## config.mk

```make
export PLATFORM = sky130hd
export DESIGN_NAME = sdram_arbiter_flat
export DESIGN_NICKNAME = d
export VERILOG_FILES = /design/src/rtl/sdram_bus_if.sv /design/src/rtl/sdram_arbiter.sv /design/src/flat_wrapper.sv
export SDC_FILE = /design/constraint.sdc
export NUM_CORES = 1
export LEC_CHECK = 0
export CAP_MARGIN = 20
export CORE_MARGIN = 3
export CORE_UTILIZATION = 43
export CTS_CLUSTER_DIAMETER = 60
export DETAILED_ROUTE_END_ITERATION = 7
export GPL_TIMING_DRIVEN = 0
export MAX_ROUTING_LAYER = met4
export PLACE_DENSITY = 0.87
export SKIP_CTS_REPAIR_TIMING = 1
export SLEW_MARGIN = 10
export SYNTH_ARGS = -nofsm -noshare
export SYNTH_HDL_FRONTEND = slang
export SYNTH_SLANG_ARGS = --single-unit
```

## constraint.sdc

```tcl
create_clock -name clk -period 9.07 [get_ports clk]
set_input_delay 0.907 -clock clk [delete_from_list [all_inputs] [get_ports clk]]
set_output_delay 0.907 -clock clk [all_outputs]
set_load 0.1 [all_outputs]
```

## src/rtl/sdram_bus_if.sv

```systemverilog
// sdram_bus: toggle-handshake link between an SDRAM requester and a memory
// provider. A request is pending while req != ack. The requester owns req and
// the command fields; the provider owns ack and data_read.
//
// Signals:
//   req         request toggle (requester)
//   ack         acknowledge toggle (provider)
//   we          1 = write, 0 = read
//   address     word address [ADDR_BITS-1:0]
//   data_write  write data [15:0]
//   wm          byte write mask [1:0]
//   data_read   read data [15:0], valid when ack toggles after a read
//
// Modports:
//   memory      the provider side (arbiter facing a client)
//   controller  the requester side (arbiter facing the SDRAM controller)
interface sdram_bus #(
  parameter int ADDR_BITS = 22
);
  logic                 req;
  logic                 ack;
  logic                 we;
  logic [ADDR_BITS-1:0] address;
  logic [15:0]          data_write;
  logic [1:0]           wm;
  logic [15:0]          data_read;

  modport memory (
    input  req, we, address, data_write, wm,
    output ack, data_read
  );

  modport controller (
    output req, we, address, data_write, wm,
    input  ack, data_read
  );
endinterface

```

## src/rtl/sdram_arbiter.sv

```systemverilog
// sdram_arbiter: grants one of three toggle-handshake clients (c0 = CHR,
// c1 = PRG, c2 = loader/MCU) access to a single SDRAM controller. The granted
// command is latched onto mem, and on completion read data and the client's
// ack toggle are returned in the same cycle.
//
// Ports:
//   clk    system clock, rising edge
//   reset  synchronous, active-high; abandons any in-flight transaction
//   c0..c2 sdram_bus.memory     client links (arbiter owns ack/data_read)
//   mem    sdram_bus.controller downstream link (arbiter owns req/command)
//
// Configuration:
//   SDRAM_ARB_CH0_PRIORITY_EN  when defined, c0 wins whenever pending and
//                              c1/c2 alternate between themselves; otherwise
//                              the three clients are served round-robin.
module sdram_arbiter #(
  parameter int ADDR_BITS = 22
) (
  input  logic         clk,
  input  logic         reset,
  sdram_bus.memory     c0,
  sdram_bus.memory     c1,
  sdram_bus.memory     c2,
  sdram_bus.controller mem
);

  typedef enum logic {IDLE, BUSY} state_t;

  state_t               state;
  logic [1:0]           grant_q;   // client owning the in-flight transaction
  logic [1:0]           grant;     // client that would be granted this cycle
  logic [2:0]           pend;

  logic                 sel_we;
  logic [ADDR_BITS-1:0] sel_address;
  logic [15:0]          sel_data_write;
  logic [1:0]           sel_wm;

  assign pend = {c2.req ^ c2.ack, c1.req ^ c1.ack, c0.req ^ c0.ack};

`ifdef SDRAM_ARB_CH0_PRIORITY_EN
  // Set when c2 was the more recently served of the c1/c2 pair.
  logic last_hi;

  always_comb begin
    // NOTE: every combinational output gets a value on every path (here by
    // the exhaustive if/else chain), otherwise synthesis infers a latch.
    if (pend[0])                 grant = 2'd0;
    else if (pend[1] && pend[2]) grant = last_hi ? 2'd1 : 2'd2;
    else if (pend[1])            grant = 2'd1;
    else                         grant = 2'd2;
  end
`else
  logic [1:0] last;              // client served most recently
  logic [1:0] rr_first, rr_second;

  // Round-robin search starts just after the last served client, mod 3.
  assign rr_first  = (last == 2'd2)     ? 2'd0 : last + 2'd1;
  assign rr_second = (rr_first == 2'd2) ? 2'd0 : rr_first + 2'd1;

  always_comb begin
    // NOTE: every combinational output gets a value on every path (here by
    // the exhaustive if/else chain), otherwise synthesis infers a latch.
    if (pend[rr_first])       grant = rr_first;
    else if (pend[rr_second]) grant = rr_second;
    else                      grant = last;
  end
`endif

  // Command fields of the candidate client.
  always_comb begin
    sel_we         = c0.we;
    sel_address    = c0.address;
    sel_data_write = c0.data_write;
    sel_wm         = c0.wm;
    case (grant)
      2'd1: begin
        sel_we         = c1.we;
        sel_address    = c1.address;
        sel_data_write = c1.data_write;
        sel_wm         = c1.wm;
      end
      2'd2: begin
        sel_we         = c2.we;
        sel_address    = c2.address;
        sel_data_write = c2.data_write;
        sel_wm         = c2.wm;
      end
      default: ;
    endcase
  end

  // NOTE: all state here is registered with non-blocking assignments so every
  // flop samples pre-edge values; blocking assignments would create ordering
  // races between flops in simulation.
  always_ff @(posedge clk) begin
    if (reset) begin
      // Re-align every toggle pair: pending requests are dropped and no
      // downstream transaction is considered outstanding.
      c0.ack       <= c0.req;
      c1.ack       <= c1.req;
      c2.ack       <= c2.req;
      c0.data_read <= '0;
      c1.data_read <= '0;
      c2.data_read <= '0;
      mem.req      <= mem.ack;
      mem.we       <= 1'b0;
      mem.wm       <= 2'b00;
      grant_q      <= 2'd0;
      state        <= IDLE;
`ifdef SDRAM_ARB_CH0_PRIORITY_EN
      last_hi      <= 1'b1;
`else
      last         <= 2'd2;
`endif
      // NOTE: address and data_write are pure datapath captured at grant;
      // they are never read before a grant loads them, so they carry no reset.
    end else begin
      case (state)
        IDLE: begin
          if (|pend) begin
            mem.we         <= sel_we;
            mem.address    <= sel_address;
            mem.data_write <= sel_data_write;
            mem.wm         <= sel_wm;
            mem.req        <= ~mem.req;
            grant_q        <= grant;
            state          <= BUSY;
          end
        end
        BUSY: begin
          if (mem.ack == mem.req) begin
            // Read data lands in the same cycle the client's ack toggles;
            // writes leave the client's data_read untouched.
            case (grant_q)
              2'd0: begin
                c0.ack <= ~c0.ack;
                if (!mem.we) c0.data_read <= mem.data_read;
              end
              2'd1: begin
                c1.ack <= ~c1.ack;
                if (!mem.we) c1.data_read <= mem.data_read;
              end
              2'd2: begin
                c2.ack <= ~c2.ack;
                if (!mem.we) c2.data_read <= mem.data_read;
              end
              default: ;
            endcase
`ifdef SDRAM_ARB_CH0_PRIORITY_EN
            if (grant_q != 2'd0) last_hi <= (grant_q == 2'd2);
`else
            last <= grant_q;
`endif
            state <= IDLE;
          end
        end
        default: state <= IDLE;
      endcase
    end
  end

endmodule

```

## src/flat_wrapper.sv

```systemverilog
// flat-port wrapper written by rule: the top's interface ports become plain ports
module sdram_arbiter_flat 
#(
  parameter int ADDR_BITS = 22
)
  (clk, reset, c0_req, c0_we, c0_address, c0_data_write, c0_wm, c0_ack, c0_data_read, c1_req, c1_we, c1_address, c1_data_write, c1_wm, c1_ack, c1_data_read, c2_req, c2_we, c2_address, c2_data_write, c2_wm, c2_ack, c2_data_read, mem_req, mem_we, mem_address, mem_data_write, mem_wm, mem_ack, mem_data_read);
  sdram_bus #(.ADDR_BITS(ADDR_BITS)) c0_i ();
  sdram_bus #(.ADDR_BITS(ADDR_BITS)) c1_i ();
  sdram_bus #(.ADDR_BITS(ADDR_BITS)) c2_i ();
  sdram_bus #(.ADDR_BITS(ADDR_BITS)) mem_i ();
  input  logic clk;
  input  logic reset;
  input wire logic [$bits(c0_i.req)-1:0] c0_req;
  input wire logic [$bits(c0_i.we)-1:0] c0_we;
  input wire logic [$bits(c0_i.address)-1:0] c0_address;
  input wire logic [$bits(c0_i.data_write)-1:0] c0_data_write;
  input wire logic [$bits(c0_i.wm)-1:0] c0_wm;
  output wire logic [$bits(c0_i.ack)-1:0] c0_ack;
  output wire logic [$bits(c0_i.data_read)-1:0] c0_data_read;
  input wire logic [$bits(c1_i.req)-1:0] c1_req;
  input wire logic [$bits(c1_i.we)-1:0] c1_we;
  input wire logic [$bits(c1_i.address)-1:0] c1_address;
  input wire logic [$bits(c1_i.data_write)-1:0] c1_data_write;
  input wire logic [$bits(c1_i.wm)-1:0] c1_wm;
  output wire logic [$bits(c1_i.ack)-1:0] c1_ack;
  output wire logic [$bits(c1_i.data_read)-1:0] c1_data_read;
  input wire logic [$bits(c2_i.req)-1:0] c2_req;
  input wire logic [$bits(c2_i.we)-1:0] c2_we;
  input wire logic [$bits(c2_i.address)-1:0] c2_address;
  input wire logic [$bits(c2_i.data_write)-1:0] c2_data_write;
  input wire logic [$bits(c2_i.wm)-1:0] c2_wm;
  output wire logic [$bits(c2_i.ack)-1:0] c2_ack;
  output wire logic [$bits(c2_i.data_read)-1:0] c2_data_read;
  output wire logic [$bits(mem_i.req)-1:0] mem_req;
  output wire logic [$bits(mem_i.we)-1:0] mem_we;
  output wire logic [$bits(mem_i.address)-1:0] mem_address;
  output wire logic [$bits(mem_i.data_write)-1:0] mem_data_write;
  output wire logic [$bits(mem_i.wm)-1:0] mem_wm;
  input wire logic [$bits(mem_i.ack)-1:0] mem_ack;
  input wire logic [$bits(mem_i.data_read)-1:0] mem_data_read;
  assign c0_i.req = c0_req;
  assign c0_i.we = c0_we;
  assign c0_i.address = c0_address;
  assign c0_i.data_write = c0_data_write;
  assign c0_i.wm = c0_wm;
  assign c0_ack = c0_i.ack;
  assign c0_data_read = c0_i.data_read;
  assign c1_i.req = c1_req;
  assign c1_i.we = c1_we;
  assign c1_i.address = c1_address;
  assign c1_i.data_write = c1_data_write;
  assign c1_i.wm = c1_wm;
  assign c1_ack = c1_i.ack;
  assign c1_data_read = c1_i.data_read;
  assign c2_i.req = c2_req;
  assign c2_i.we = c2_we;
  assign c2_i.address = c2_address;
  assign c2_i.data_write = c2_data_write;
  assign c2_i.wm = c2_wm;
  assign c2_ack = c2_i.ack;
  assign c2_data_read = c2_i.data_read;
  assign mem_req = mem_i.req;
  assign mem_we = mem_i.we;
  assign mem_address = mem_i.address;
  assign mem_data_write = mem_i.data_write;
  assign mem_wm = mem_i.wm;
  assign mem_i.ack = mem_ack;
  assign mem_i.data_read = mem_data_read;
  sdram_arbiter #(.ADDR_BITS(ADDR_BITS)) u_core (.clk(clk), .reset(reset), .c0(c0_i), .c1(c1_i), .c2(c2_i), .mem(mem_i));
endmodule
```

### Word level (Yosys, flattened, before mapping)

Index checks and enable logic that the tools add are counted.

* $add $sub $neg: 2
* $mul: 0
* divide/modulo/power cells: 0
* order comparisons: 2
* equality and inequality tests: 8
* shift-type cells: 0
* multiplexer cells: 30
* bitwise gates (word level): 10
* reduce and logical (&&, ||, !) cells: 18

Operator list (number)
* one-hot mux 22 bit (2 select lines): 1
* one-hot mux 16 bit (2 select lines): 1
* two-way mux 1 bit: 19
* AND reduction 3 bit: 4
* AND reduction 4 bit: 3
* nonzero test 2 bit: 6
* equality test 2 bit (second input constant): 4
* two-way mux 2 bit: 4
* inverter 1 bit: 7
* < comparator 2 x 3 -> 1 bit (second input constant): 2
* AND reduction 2 bit: 3
* adder 2 x 1 -> 2 bit (second input constant): 2
* binary-select mux 1 bit (select 2 bit): 2
* equality test 2 x 1 -> 1 bit (second input constant): 2
* one-hot mux 1 bit (2 select lines): 2
* one-hot mux 2 bit (2 select lines): 1
* OR reduction 3 bit: 1
* bitwise XOR 1 bit: 3
* zero test 2 bit: 1
* != test 2 bit (second input constant): 1
* equality test 1 bit: 1

* register bits: 98
* latch bits: 0
* memory bits (writable): 0
* ROM bits: 0
* memories: 0

### Longest topological paths before layout

* depth after elaboration: 10
* gate-level depth with buffers: 11
* gate-level depth less buffers: 9

### Worst setup path before layout

OpenSTA, ideal clock, no wires.

* path type: flip-flop to flip-flop
* from: register u_core.c2.ack
* to: register u_core.mem.address[0], enable pin
* data arrival time: 3.431 ns
* data required time: 8.633 ns
* setup slack: 5.201 ns
* cell stages (with the launch flop): 4
* buffers on the path: 0
* cell sequence: edfxtp_1 -> xnor2_1 -> a31oi_2 -> nor2b_1

* word-level cells in the longest chain between the ends: 3

RTL lines
* from (decl): RTL line sdram_bus_if.sv:30 `output ack, data_read`
* bitwise XOR 1 bit: RTL line sdram_arbiter.sv:39 `assign pend = {c2.req ^ c2.ack, c1.req ^ c1.ack, c0.req ^ c0.ack};`
* OR reduction 3 bit: RTL line sdram_arbiter.sv:121 `if (|pend) begin`
* AND reduction 3 bit (no source line)
* to (signal assigned): RTL line sdram_arbiter.sv:123 `mem.address <= sel_address;`
* to (decl): RTL line sdram_bus_if.sv:34 `output req, we, address, data_write, wm,`

Every way passes these cells.
A chain may end at the register's enable or synchronous reset.

### Final worst setup path

* from: input c2_req
* to: register u_core.mem.data_write[7] (data pin)

* word-level cells in the longest chain between the ends: 7

RTL lines
* from (decl): RTL line flat_wrapper.sv:27 `input wire logic [$bits(c2_i.req)-1:0] c2_req;`
* bitwise XOR 1 bit *: RTL line sdram_arbiter.sv:39
* binary-select mux 1 bit (select 2 bit): RTL line sdram_arbiter.sv:65 `else if (pend[rr_second]) grant = rr_second;`
* two-way mux 1 bit (implied by the code): RTL line sdram_arbiter.sv:65
* two-way mux 2 bit: RTL line sdram_arbiter.sv:65
* two-way mux 2 bit *: RTL line sdram_arbiter.sv:64 `if (pend[rr_first]) grant = rr_first;`
* net u_core.grant[1]: RTL line sdram_arbiter.sv:31 `logic [1:0] grant;`
* equality test 2 bit or equality test 2 x 1 -> 1 bit (tied branches): RTL line sdram_arbiter.sv:76 `case (grant)`
* one-hot mux 16 bit (2 select lines) *: RTL line sdram_arbiter.sv:76
* net u_core.sel_data_write[7]: RTL line sdram_arbiter.sv:36 `logic [15:0] sel_data_write;`
* to (signal assigned): RTL line sdram_arbiter.sv:124 `mem.data_write <= sel_data_write;`
* to (decl): RTL line sdram_bus_if.sv:34

The timed path passes the listed nets; every way through them passes the cells marked *. The select of a mux whose other input is x is not followed.

==> run_results.csv <==
group,metric,value,unit
run_status,status,"complete, no violations",
logic_synthesis,synth_seq_area_share,0.535,
routing,drc,0,
sta,drv_slew,0,
routing,drt_pass1_iterations,5,
floorplan,core_area,9910,um2
clock_network,cts_tree,"yes",
setup_path,crit_arrival,3.80,ns
sta,period_share,0.397,
setup_path,crit_path_max_incr_delay,0.44,ns
finish,antenna_cells,0,
sta,fin_setup_tns,0,ns
place,dp_hpwl,12.2,mm
logic_synthesis,yosysUniqueCellTypes,43,
routing,wirelength,15.4,mm
global_route,grt_max_degree,29,
floorplan,die-height,108,um
logic_synthesis,ys_warn_count,0,
sta,max_freq,278,MHz
clock_network,clk_pin_slew,0.10,ns
logic_synthesis,syn_inst,463,
setup_path,path_class,"in2reg",
power_and_ir_drop,power_leakage,2.48,nW
finish,drive_gt1_frac,0.105,
sta,setup_violations,0,
setup_path,start_kind,"input port",
setup_path,crit_path_top_delay_cell,"clkdlybuf4s50_1",
routing,wire_per_inst,18.2,um
setup_path,critical_path.top_delay_family,"buffers and inverters",
power_and_ir_drop,vdd_drop_max,119,uV
logic_synthesis,yosysTopAreaCell,"edfxtp_1",
floorplan,dieArea,11600,um2
sta,final_hold_viol_count,0,
setup_path,path_depth,11,
clock_network,cts_buffers,9,
sta,clock_skew,0.0129,ns
routing,avgViaCountPerCell,5.20,
routing,dr.first_iter.drc_count,316,
sta,rsz0062_at_grt,"false",
power_and_ir_drop,p_total,0.00151,W
power_and_ir_drop,power.density,210,nW/um2
global_route,grt_use_total,0.260,
setup_path,crit_fanout,10,
worst_hold_path,min_path_type,"reg2reg",
setup_path,cp_cell_sequence,"clkdlybuf4s50_1 > xnor2_1 > a211oi_1 > a31oi_1 > inv_1 > ha_1 > clkbuf_1 > clkbuf_1 > clkbuf_1 > nand2_1 > o21ai_0",
setup_path,endpoint_kind,"flip-flop",
finish,nets,858,
floorplan,ioPinCount,238,
place,port_buffers,236,
floorplan,core.rowCount,36,
clock_network,cts_root_buf,"clkbuf_8",
setup_path,cp_common_cell,"clkbuf_1",
clock_network,htree_levels,3,
logic_synthesis,syn_nets,610,
global_route,grt_pass1_wl,22.4,mm
logic_synthesis,synth-seq-cells,98,
logic_synthesis,synth.top_cell.area_share,0.283,
logic_synthesis,avgSynthCellArea,9.62,um2
finish,syn_to_final_growth,61.7,%
floorplan,initial_core_util,0.450,
global_route,grt_pass1_vias,4313,
place,routabilityCongestion,0.959,
floorplan,die_x,108,um
global_route,grt_antenna_before_repair,0,
sta,worst_pin_slew,1.05,ns
flow_run,cap_violations,0,
clock_network,worst_skew_pair.late_latency,0.37,ns
logic_synthesis,synth-main-ff-cell,"dfxtp_1",
routing,drt.antenna.violating_nets,0,
routing,num_vias,4414,
finish,postLayoutCoreUtil,0.727,
worst_hold_path,whs_path_depth,2,
sta,max_slew_margin,0.300,
logic_synthesis,synth.area.top_cells,"edfxtp_1 28%, dfxtp_1 25%, nand2_1 10%, a22oi_1 6.9%, o21ai_0 5.1%",
clock_network,cts_buffer_depth,2,
setup_path,reg2reg_depth,10,
setup_path,required,9.27,ns
clock_network,cts.sinks,98,
logic_synthesis,synth-edff-count,42,
global_route,overflow,0,
logic_synthesis,async_flop_share,0,
sta,fin_crit,3.60,ns
logic_synthesis,synth_area,4460,um2
setup_path,crit_buf_inv,5,
## layout by cell type, fill, tap and decap left out, types with 8 or more instances in the layout
cell	Yosys	final
clkbuf_1	25	25
edfxtp_1	42	42
nand2_1	122	122
a21oi_1	31	31
nor2_1	8	8
clkbuf_8	3	13
dfxtp_1	56	56
clkdlybuf4s50_1	0	236
a21oi_2	20	20
a22oi_1	41	41
o21ai_0	45	45
nand2_2	20	20
## cells in the mapped netlist (3+ instances only)
cell	count
nand2_1	122
dfxtp_1	56
o21ai_0	45
edfxtp_1	42
a22oi_1	41
a21oi_1	31
clkbuf_1	25
a21oi_2	20
nand2_2	20
nor2_1	8
clkbuf_8	3
inv_1	3
mux2i_1	3
nand2b_1	3
xnor2_1	3
## worst paths after layout
path | from | end | slack [ns]
worst max-delay path | c2_req | u_core.mem.data_write[7] | 5.47
worst min-delay path | u_core.c0.data_read[8] | u_core.c0.data_read[8] | 0.46
worst max register to register | u_core.c2.ack | u_core.mem.data_write[7] | 5.98
worst min register to register | u_core.c0.data_read[8] | u_core.c0.data_read[8] | 0.46
## sequential cells by signal (all words and copies together) (netlist names)
name,flops
u_core.state,1
u_core.mem.wm,2
u_core.c1.ack,1
u_core.last,2
u_core.mem.data_write,16
u_core.c0.ack,1
u_core.mem.we,1
u_core.mem.address,22
u_core.c0.data_read,16
u_core.c2.data_read,16
u_core.c2.ack,1
u_core.c1.data_read,16
u_core.mem.req,1
u_core.grant_q,2
## tightest hold or removal path: cells and delay by family (launching register included)
family | cells | cell delay, ns
AO/OA/AOI/OAI | 1 | 0.05
AND/OR/NAND/NOR | 1 | 0.05
flip-flops | 1 | 0.32
## area by class of cell
class | count | area, um2
buffer | 37 | 231
clock buffer | 10 | 138
clock inverter | 6 | 53.8
fill | 714 | 2710
inverter | 3 | 11.3
multi-input combinational | 325 | 1840
sequential | 98 | 2380
tap | 133 | 166
timing repair buffer | 237 | 2380
## stage by stage
stage	setup WS (ns)	hold slack [ns]	std cells	area (um2)
final	5.47	0.459	849	7200
after floorplan	5.20	0.485	463	4460
after global routing	5.16	0.478	849	7200
after detailed placement	5.15	0.445	833	7010
after CTS	5.50	0.459	849	7200
after global placement	4.13	0.443	832	6980
## layer usage
layer	global-route usage	part of all wire	vias to the layer above
li1	-	-	2115
met1	0.299	0.38	2090
met2	0.445	0.53	171
met3	0.0474	0.053	38
met4	0.110	0.033	0
met5	-	0	-
## where the power goes
part	switching, W	internal [W]	total, W
registers	0.0000229	0.000523	0.000546
clock network	0.000165	0.000113	0.000278
logic	0.000494	0.000195	0.000688
total	0.000682	0.000830	0.00151
## cells by family (layout without fill, tap and decap cells)
logic type | Yosys count | count (layout) | synth area share
muxes | 3 | 3 | 0.00674
buffers and inverters | 40 | 293 | 0.0545
AOI/OAI and AO/OA | 146 | 146 | 0.210
xor gates and xnor gates | 6 | 6 | 0.0152
DFF | 98 | 98 | 0.535
and+or+nand+nor | 168 | 168 | 0.174
adders and majority gates | 2 | 2 | 0.00562
Note: power is estimated with default switching activity, not from simulation.
